[src/rtl/math_pow2_arb.sv]
// math_pow2_arb
//
// Purpose
//   Arbitrates NREQ requesters onto one shared, externally instantiated pow2
//   unit with a fixed 2-cycle latency. Each granted 12-bit 6.6 operand goes
//   out on pow_din. A 2-stage tag pipeline carries the requester index
//   alongside that operand. When the result appears on pow_dout, the result
//   and its index are pushed into a result FIFO. The FIFO then drains through
//   a valid/ready handshake.
//
//   A grant is only given when the in-flight operations plus the buffered
//   results leave room in the FIFO. As a result, a push can never find the
//   FIFO full, and results come back in issue order.
//
// Configuration
//   MATH_POW2_ARB_PRIO_EN : when defined, requester 0 has strict priority,
//                           and requesters 1-3 share a round-robin among
//                           themselves. When undefined, a plain 4-way
//                           round-robin is used.
//
// Ports
//   clk        : clock, rising edge
//   rst_n      : asynchronous reset, active low
//   req_valid  : per-requester request valid
//   req_data   : packed 12-bit operands; requester i uses [12i+11:12i]
//   req_ready  : per-requester grant; at most one bit set
//   pow_din    : operand to the pow2 unit; zero when nothing is issued
//   pow_dout   : pow2 unit result, valid 2 cycles after pow_din
//   rsp_valid  : result FIFO not empty
//   rsp_ready  : consumer accepts the head result
//   rsp_data   : head result
//   rsp_id     : requester index of the head result
//   busy       : operations in flight or results buffered
module math_pow2_arb #(
  parameter int NREQ      = 4,
  parameter int RSP_DEPTH = 4
) (
  input  logic                clk,
  input  logic                rst_n,
  input  logic [NREQ-1:0]     req_valid,
  input  logic [NREQ*12-1:0]  req_data,
  output logic [NREQ-1:0]     req_ready,
  output logic [11:0]         pow_din,
  input  logic [33:0]         pow_dout,
  output logic                rsp_valid,
  input  logic                rsp_ready,
  output logic [33:0]         rsp_data,
  output logic [1:0]          rsp_id,
  output logic                busy
);

  localparam int OPW  = 12;
  localparam int RESW = 34;
  localparam int IDW  = 2;
  localparam int AW   = $clog2(RSP_DEPTH);
  localparam int CW   = AW + 1;
  localparam int EW   = RESW + IDW;

  // Arbitration state: the index where the next search starts.
  logic [IDW-1:0]  grantPtr_q, grantPtr_d;

  // Tag pipeline that runs alongside the external pow2 unit.
  logic            tagValid1_q, tagValid2_q;
  logic [IDW-1:0]  tagId1_q, tagId2_q;

  // Result FIFO.
  logic [EW-1:0]   fifoMem_q [RSP_DEPTH];
  logic [AW-1:0]   wrPtr_q, wrPtr_d;
  logic [AW-1:0]   rdPtr_q, rdPtr_d;
  logic [CW-1:0]   fifoCount_q, fifoCount_d;

  // Combinational helpers.
  logic [OPW-1:0]  operand [NREQ];
  logic [CW-1:0]   inflight;
  logic [CW:0]     creditUse;
  logic            hasCredit;
  logic            candAny;
  logic [IDW-1:0]  candIdx;
  logic [IDW-1:0]  searchIdx;
  logic            issue;
  logic [NREQ-1:0] grantOh;
  logic            push;
  logic            pop;
  logic [EW-1:0]   headEntry;

  // Split the packed operand bus into one operand per requester.
  always_comb begin
    for (int i = 0; i < NREQ; i++) begin
      operand[i] = req_data[i*OPW +: OPW];
    end
  end

  // Credit: every issued operation must already own a FIFO slot.
  // Counting in-flight tags together with buffered results guarantees that
  // a push never meets a full FIFO, so no full check is needed on the write.
  always_comb begin
    inflight  = CW'(tagValid1_q) + CW'(tagValid2_q);
    creditUse = {1'b0, inflight} + {1'b0, fifoCount_q};
    hasCredit = creditUse < (CW+1)'(RSP_DEPTH);
  end

  // Candidate selection. The search starts at grantPtr_q and wraps around.
  // In priority mode, requester 0 wins outright, and index 0 is skipped
  // while rotating through requesters 1-3.
  always_comb begin
    candAny   = 1'b0;
    candIdx   = '0;
    searchIdx = '0;
`ifdef MATH_POW2_ARB_PRIO_EN
    if (req_valid[0]) begin
      candAny = 1'b1;
      candIdx = '0;
    end else begin
      for (int k = 0; k < NREQ; k++) begin
        searchIdx = grantPtr_q + IDW'(k);
        if (!candAny && (searchIdx != '0) && req_valid[searchIdx]) begin
          candAny = 1'b1;
          candIdx = searchIdx;
        end
      end
    end
`else
    for (int k = 0; k < NREQ; k++) begin
      searchIdx = grantPtr_q + IDW'(k);
      if (!candAny && req_valid[searchIdx]) begin
        candAny = 1'b1;
        candIdx = searchIdx;
      end
    end
`endif
  end

  // The grant is qualified by credit and by rst_n. Gating with rst_n keeps
  // req_ready and pow_din at zero while reset is held, even when requesters
  // are valid. rsp_ready is deliberately not part of this path.
  always_comb begin
    issue   = candAny && hasCredit && rst_n;
    grantOh = '0;
    if (issue) begin
      grantOh[candIdx] = 1'b1;
    end
    req_ready = grantOh;
    pow_din   = issue ? operand[candIdx] : '0;
  end

  // Pointer next state: after an issue, the search resumes just past the
  // winner. In priority mode, a grant to requester 0 leaves the 1-3
  // rotation untouched.
  always_comb begin
    grantPtr_d = grantPtr_q;
`ifdef MATH_POW2_ARB_PRIO_EN
    if (issue && (candIdx != '0)) begin
      grantPtr_d = candIdx + IDW'(1);
    end
`else
    if (issue) begin
      grantPtr_d = candIdx + IDW'(1);
    end
`endif
  end

  always_ff @(posedge clk or negedge rst_n) begin
    if (!rst_n) begin
      grantPtr_q <= '0;
    end else begin
      grantPtr_q <= grantPtr_d;
    end
  end

  // Tag pipeline. Clearing it on reset guarantees that late pow_dout values
  // from operations issued before reset are never written.
  always_ff @(posedge clk or negedge rst_n) begin
    if (!rst_n) begin
      tagValid1_q <= 1'b0;
      tagValid2_q <= 1'b0;
      tagId1_q    <= '0;
      tagId2_q    <= '0;
    end else begin
      tagValid1_q <= issue;
      tagId1_q    <= candIdx;
      tagValid2_q <= tagValid1_q;
      tagId2_q    <= tagId1_q;
    end
  end

  // FIFO control. The stage-2 tag lines up with pow_dout. A push and a pop
  // in the same cycle leave the count unchanged.
  always_comb begin
    push        = tagValid2_q;
    pop         = rsp_valid && rsp_ready;
    wrPtr_d     = wrPtr_q;
    rdPtr_d     = rdPtr_q;
    fifoCount_d = fifoCount_q;
    if (push) begin
      wrPtr_d = wrPtr_q + AW'(1);
    end
    if (pop) begin
      rdPtr_d = rdPtr_q + AW'(1);
    end
    case ({push, pop})
      2'b10:   fifoCount_d = fifoCount_q + CW'(1);
      2'b01:   fifoCount_d = fifoCount_q - CW'(1);
      default: fifoCount_d = fifoCount_q;
    endcase
  end

  always_ff @(posedge clk or negedge rst_n) begin
    if (!rst_n) begin
      wrPtr_q     <= '0;
      rdPtr_q     <= '0;
      fifoCount_q <= '0;
    end else begin
      wrPtr_q     <= wrPtr_d;
      rdPtr_q     <= rdPtr_d;
      fifoCount_q <= fifoCount_d;
    end
  end

  // Storage needs no reset, because the count alone decides validity.
  always_ff @(posedge clk) begin
    if (push) begin
      fifoMem_q[wrPtr_q] <= {pow_dout, tagId2_q};
    end
  end

  // The head stays put until it is popped, so the outputs hold steady
  // while the consumer stalls.
  always_comb begin
    headEntry = fifoMem_q[rdPtr_q];
    rsp_valid = fifoCount_q != '0;
    rsp_data  = headEntry[EW-1:IDW];
    rsp_id    = headEntry[IDW-1:0];
    busy      = (inflight != '0) || (fifoCount_q != '0);
  end

endmodule

[config.mk]
export PLATFORM = sky130hd
export DESIGN_NAME = math_pow2_arb
export DESIGN_NICKNAME = d
export VERILOG_FILES = /design/src/rtl/math_pow2_arb.sv
export SDC_FILE = /design/constraint.sdc
export NUM_CORES = 1
export LEC_CHECK = 0
export ABC_CLOCK_PERIOD_IN_PS = 2200
export CORE_MARGIN = 2
export CORE_UTILIZATION = 30
export DETAILED_ROUTE_END_ITERATION = 6
export PLACE_DENSITY = 0.54
export SLEW_MARGIN = 40
export SYNTH_ARGS = -nofsm -noshare
export SYNTH_HDL_FRONTEND = slang
export SYNTH_SLANG_ARGS = --single-unit
[constraint.sdc]
create_clock -name clk -period 2.2 [get_ports clk]
set_input_delay 0.55 -clock clk [delete_from_list [all_inputs] [get_ports clk]]
set_output_delay 0.55 -clock clk [all_outputs]
set_load 0.05 [all_outputs]
* Word level (Yosys, flattened, before mapping)
Memory sizes are Yosys's and may differ from the RTL's.
Cells that the tools add are included.
** Word-level totals
- Bits in registers :: 15
- Latch bits :: 0
- Memory bits (writable) :: 144
- Bits in read-only memories :: 0
- Input bits :: 89
- Output and inout port bits :: 54
- Logic and storage cells :: 70
- Memories :: 1
** Cells by class
- Add/sub/neg operators :: 10
- Multipliers :: 0
- Div/mod/pow operators :: 0
- $lt $le $gt $ge :: 8
- Equal/unequal tests :: 2
- Shifts and indexed selects :: 0
- Multiplexer cells :: 26
- Bitwise gates (word level) :: 1
- Reduce and logical (&&, ||, !) cells :: 14
** Memory list
- fifoMem_q :: depth 4, width 36, rd ports 1, clocked after memory_dff 0, wr ports 1, line 67 : logic [EW-1:0] fifoMem_q [RSP_DEPTH];
** Operators by type and width (number)
- two-way mux 12 bit :: 3
- binary-select mux 12 bit (select 2 bit) :: 1
- less-than comparator 2 x 3 -> 1 bit (second input constant) :: 5
- two-way mux 1 bit :: 11
- adder 2 x 1 -> 2 bit (second input constant) :: 4
- binary-select mux 1 bit (select 2 bit) :: 4
- two-way mux 2 bit :: 4
- logical AND 1 bit :: 7
- case mux 3 bit (2 select lines) :: 1
- nonzero test 3 bit :: 2
- adder 2 bit (second input constant) :: 2
- adder 2 x 3 -> 4 bit :: 1
- less-than comparator 4 x 3 -> 1 bit (second input constant) :: 1
- two-way mux 4 bit :: 1
- adder 3 x 1 -> 3 bit (second input constant) :: 1
- greater-or-equal comparator 3 bit (second input constant) :: 1
- logical NOT 1 bit :: 3
- NOT 2 -> 3 bit :: 1
- subtractor 3 x 1 -> 3 bit (second input constant) :: 1
- adder 1 x 1 -> 2 bit :: 1
- demux 1 bit (select 2 bit) :: 1
- equality test 2 x 1 -> 1 bit (second input constant) :: 1
- equality test 2 bit (second input constant) :: 1
- greater-or-equal comparator 2 x 1 -> 1 bit (second input constant) :: 1
- 2 further kinds :: 2

* Depth between registers and ports, before layout
- Depth in word-level cells :: 17
- Gate-level depth with buffers :: 9
- Gate-level depth less buffers :: 9

* Least setup slack after synthesis
OpenSTA, ideal clock, no wires.
- Kind :: register to output
- Start :: register tagValid2_q, in the netlist push
- End :: output pow_din[0]
- Arrival time :: 2.289 ns
- Required time :: 1.650 ns
- Path slack :: -0.639 ns
- Cell stages (with the launch flop) :: 9
- Buffers on the path :: 1
- Cells stage by stage :: dfrtp_1 > ha_1 > ha_1 > nor2_1 > nand3_2 > a31oi_4 > nand2_2 > buf_6 > o22ai_1
** Between the ends
- Word-level cells in the longest chain between the ends :: 6
** Ends and longest elaborated chain
- from (decl) :: line 63 : logic tagValid1_q, tagValid2_q;
- from (signal assigned) :: line 181 : tagValid2_q <= tagValid1_q;
- adder 1 x 1 -> 2 bit :: line 97 : inflight = CW'(tagValid1_q) + CW'(tagValid2_q);
- adder 2 x 3 -> 4 bit :: line 98 : creditUse = {1'b0, inflight} + {1'b0, fifoCount_q};
- less-than comparator 4 x 3 -> 1 bit :: line 99 : hasCredit = creditUse < (CW+1)'(RSP_DEPTH);
- logical AND 1 bit (2 in a row) :: line 137 : issue = candAny && hasCredit && rst_n;
- named net issue :: line 80 : logic issue;
- two-way mux 12 bit :: line 143 : pow_din = issue ? operand[candIdx] : '0;
- to (decl) :: line 43 : output logic [11:0] pow_din,
The timed path passes the listed nets, and every way through them passes these cells.

* Worst setup path after layout
- Start :: register tagValid2_q, in the netlist push
- End :: output pow_din[4]
The elaborated chain is that of the path after synthesis.

==> metrics <==
total gr overflow 0; Netlist cell types 36; Max Freq roughly 360 MHz; post-route DRC violation count 0; crit path capture pow_din[4]; largest area contributor in the netlist edfxtp_1; share of cells above drive strength 1 43.1%; H-tree level count 4; Power Density approximately 1400 mW/mm²; failing checks setup timing; EDFF count, synth between 100 and 150; Register-to-Register Path Depth 10; routed wire length 14,600 µm; Setup violations, final between 50 and 60; yosys warns 0; P&R area growth vs syn 52.5%; Setup WS post-layout -581 ps; R2R Setup Slk ~160 ps; Setup CP Type reg -> out; ys async rst share 9.43%; R2R Path End grantPtr_q[1]; clk slew on worst S/H paths roughly 60 ps; Avg Synthesized Cell Area 20.5 µm²; Synth Cell Area 0.00647 mm²; DR vias/cell 4.66; drt pass-1 iters 5; Main synth FF type edfxtp_1; Startpoint Class flop; setup TNS -16,300 ps; Initial DRC Count 202; Syn Nets approximately 420; Final ANT Viol Nets 0; Site Rows 53; peak supply drop approximately 0.62 mV; maxcap violations 0; Nets between 600 and 700; Setup crit start push; top-area cell type share of the netlist area approximately 67%; Worst Hold Class reg -> reg; Cells after Synth roughly 320; Tmin final between 2000 and 3000 ps; Max Buffers Root-to-Sink 2; Worst Path Required 1650 ps; Worst-Margin Slew around 360 ps; Final period util 126%; worst-skew pair later-pin latency between 400 and 500 ps; Port Buffer Count ~140; GPL Wtd Cong between 0.7 and 0.8; core area 0.0211 mm²; post-synthesis register bit count 159; initial antenna violation count 0; largest net degree at the start of global routing 37; worst r2r src push; Design Area, Final approximately 0.01 mm²; Starting Density a little under a third; Setup Skew 8.46 ps; Post-DP HPWL between 8000 and 9000 µm; die area between 0.02 and 0.025 mm²; worst rel slew slack roughly 76%; post-placement cell area about 0.0087 mm²; number of CTS-inserted buffers 17; Die Wd between 150 and 200 µm; endpoints failing hold 0; fillers 1,811; leak pwr 3.44 nW; Worst Path Max Fanout 11; synth cell count leaders edfxtp_1, mux4_2, mux2i_1, dfrtp_1; CTS tree done; pre-CTS worst setup slack -756 ps; vias post-DR about 3,700; unrepaired setup endpoints after global routing true; Arr. time, crit path 2230 ps; clk sink count ~160; I/O pins roughly 140; WHS between 300 and 400 ps; Ant. Diodes 0; die extent in y about 150 µm; Avg WL per Cell ~18 µm; clk root buf clkbuf_16; sequential fraction of the synthesis area 72.7%; post-layout util 46.8%; Final Max Slew Viols 0; top-count cell post-synth edfxtp_1; Worst setup EP type primary output; first-pass GRT wire length around 23,000 µm; outcome finished with violations; Synth area leaders edfxtp_1, mux4_2, dfrtp_1; overall routing resource usage 13.7%; vias in the first global route roughly 4,200
-- critical path, cell delays in order (launching register included) --
cell     delay (ps)
dfrtp_1         380
ha_2            200
ha_4            160
nor2_4          100
nand3_4          80
a31oi_4         270
nand2_4          90
buf_12          180
o22ai_4         190
buf_12          160
-- final cells by class --
class / instances / area [µm²] / share of cell area (%)
Inverter: 11 / 46.3 / 0.469
Multi-Input combinational cell: 133 / 1990 / 20.1
Clock buffer: 20 / 437 / 4.43
Clock inverter: 12 / 136 / 1.38
Sequential cell: 159 / 4700 / 47.7
Tap cell: 275 / 344 / 3.49
Timing Repair Buffer: 187 / 2210 / 22.4
-- how the worst min path moves through the flow --
stage                            from  depth (start not counted)             end
final                     tagId1_q[0]                          0     tagId2_q[0]
after global routing      tagId1_q[0]                          0     tagId2_q[0]
after CTS                 tagId1_q[0]                          0     tagId2_q[0]
after detailed placement  tagId1_q[0]                          0     tagId2_q[0]
after global placement    tagId1_q[0]                          0     tagId2_q[0]
after floorplan                 rst_n                          0  fifoCount_q[0]
-- sequential cells by signal, indices dropped and copies added (netlist names) --
| register | count |
|---|---|
| tagValid1_q | 1 |
| fifoCount_q | 3 |
| fifoMem_q | 144 |
| tagId1_q | 2 |
| wrPtr_q | 2 |
| push | 1 |
| rdPtr_q | 2 |
| grantPtr_q | 2 |
| tagId2_q | 2 |
-- kinds of logic after synthesis --
group / after synthesis / synth area share (%)
adder cells (fa/ha/maj): 13 / 2.63
buffers and inverters: 24 / 2.17
XOR/XNOR: 6 / 0.813
multiplexers: 61 / 16.5
AND/OR/NAND/NOR: 31 / 2.94
flip-flops: 159 / 72.7
AO/OA/AOI/OAI: 22 / 2.30
-- per-layer routing --
layer / vias up / track usage (%) / routed length (µm)
li1: 1675 / - / -
met1: 1883 / 16.4 / 5930
met2: 139 / 22.8 / 7240
met3: 16 / 5.00 / 1210
met4: 0 / 4.91 / 187
met5: - / 0 / 0
-- power by group --
part | internal, W | switching (W)
combinational | 0.00318 | 0.00377
clock | 0.00168 | 0.00114
sequential | 0.00383 | 0.000225
-- cell usage in the layout (no fill, tap or decap), drive strengths merged --
cell           instances
nor2                   3
nand2b                 2
and2b                  1
nand2                  8
a31oi                  2
clkdlybuf4s50         84
nand3                  2
a41oi                  1
xnor2                  2
mux4                  36
ha                    12
dfrtp                 15
dlygate4sd2            4
edfxtp               144
o21ai                  4
buf                   99
clkbuf                20
mux2                   1
nand4b                 1
and2                   9
mux2i                 24
nand3b                 2
nor3                   1
clkinv                 7
o22ai                 12
inv                   13
and3                   1
a21o                   1
a21oi                  2
fa                     1
or4                    1
bufinv                 2
clkinvlp               1
xor2                   4
-- metrics by stage --
stage,cells,total power [W]
detailed placement,747,0.0100
finish,797,0.0138
CTS,796,0.0139
global placement,747,0.00996
global route,797,0.0145
floorplan,316,0.00805
-- what timing repair did --
item                                    4_1_cts  5_1_grt
resized for setup                            73       39
hold endpoints to repair                      0        0
hold buffers                                  0        0
pin swaps                                     5        3
gates cloned                                  6        0
endpoints found under the setup margin       52       56
buffers inserted                             11        5
No activity file was read; power rests on OpenSTA's default activity.
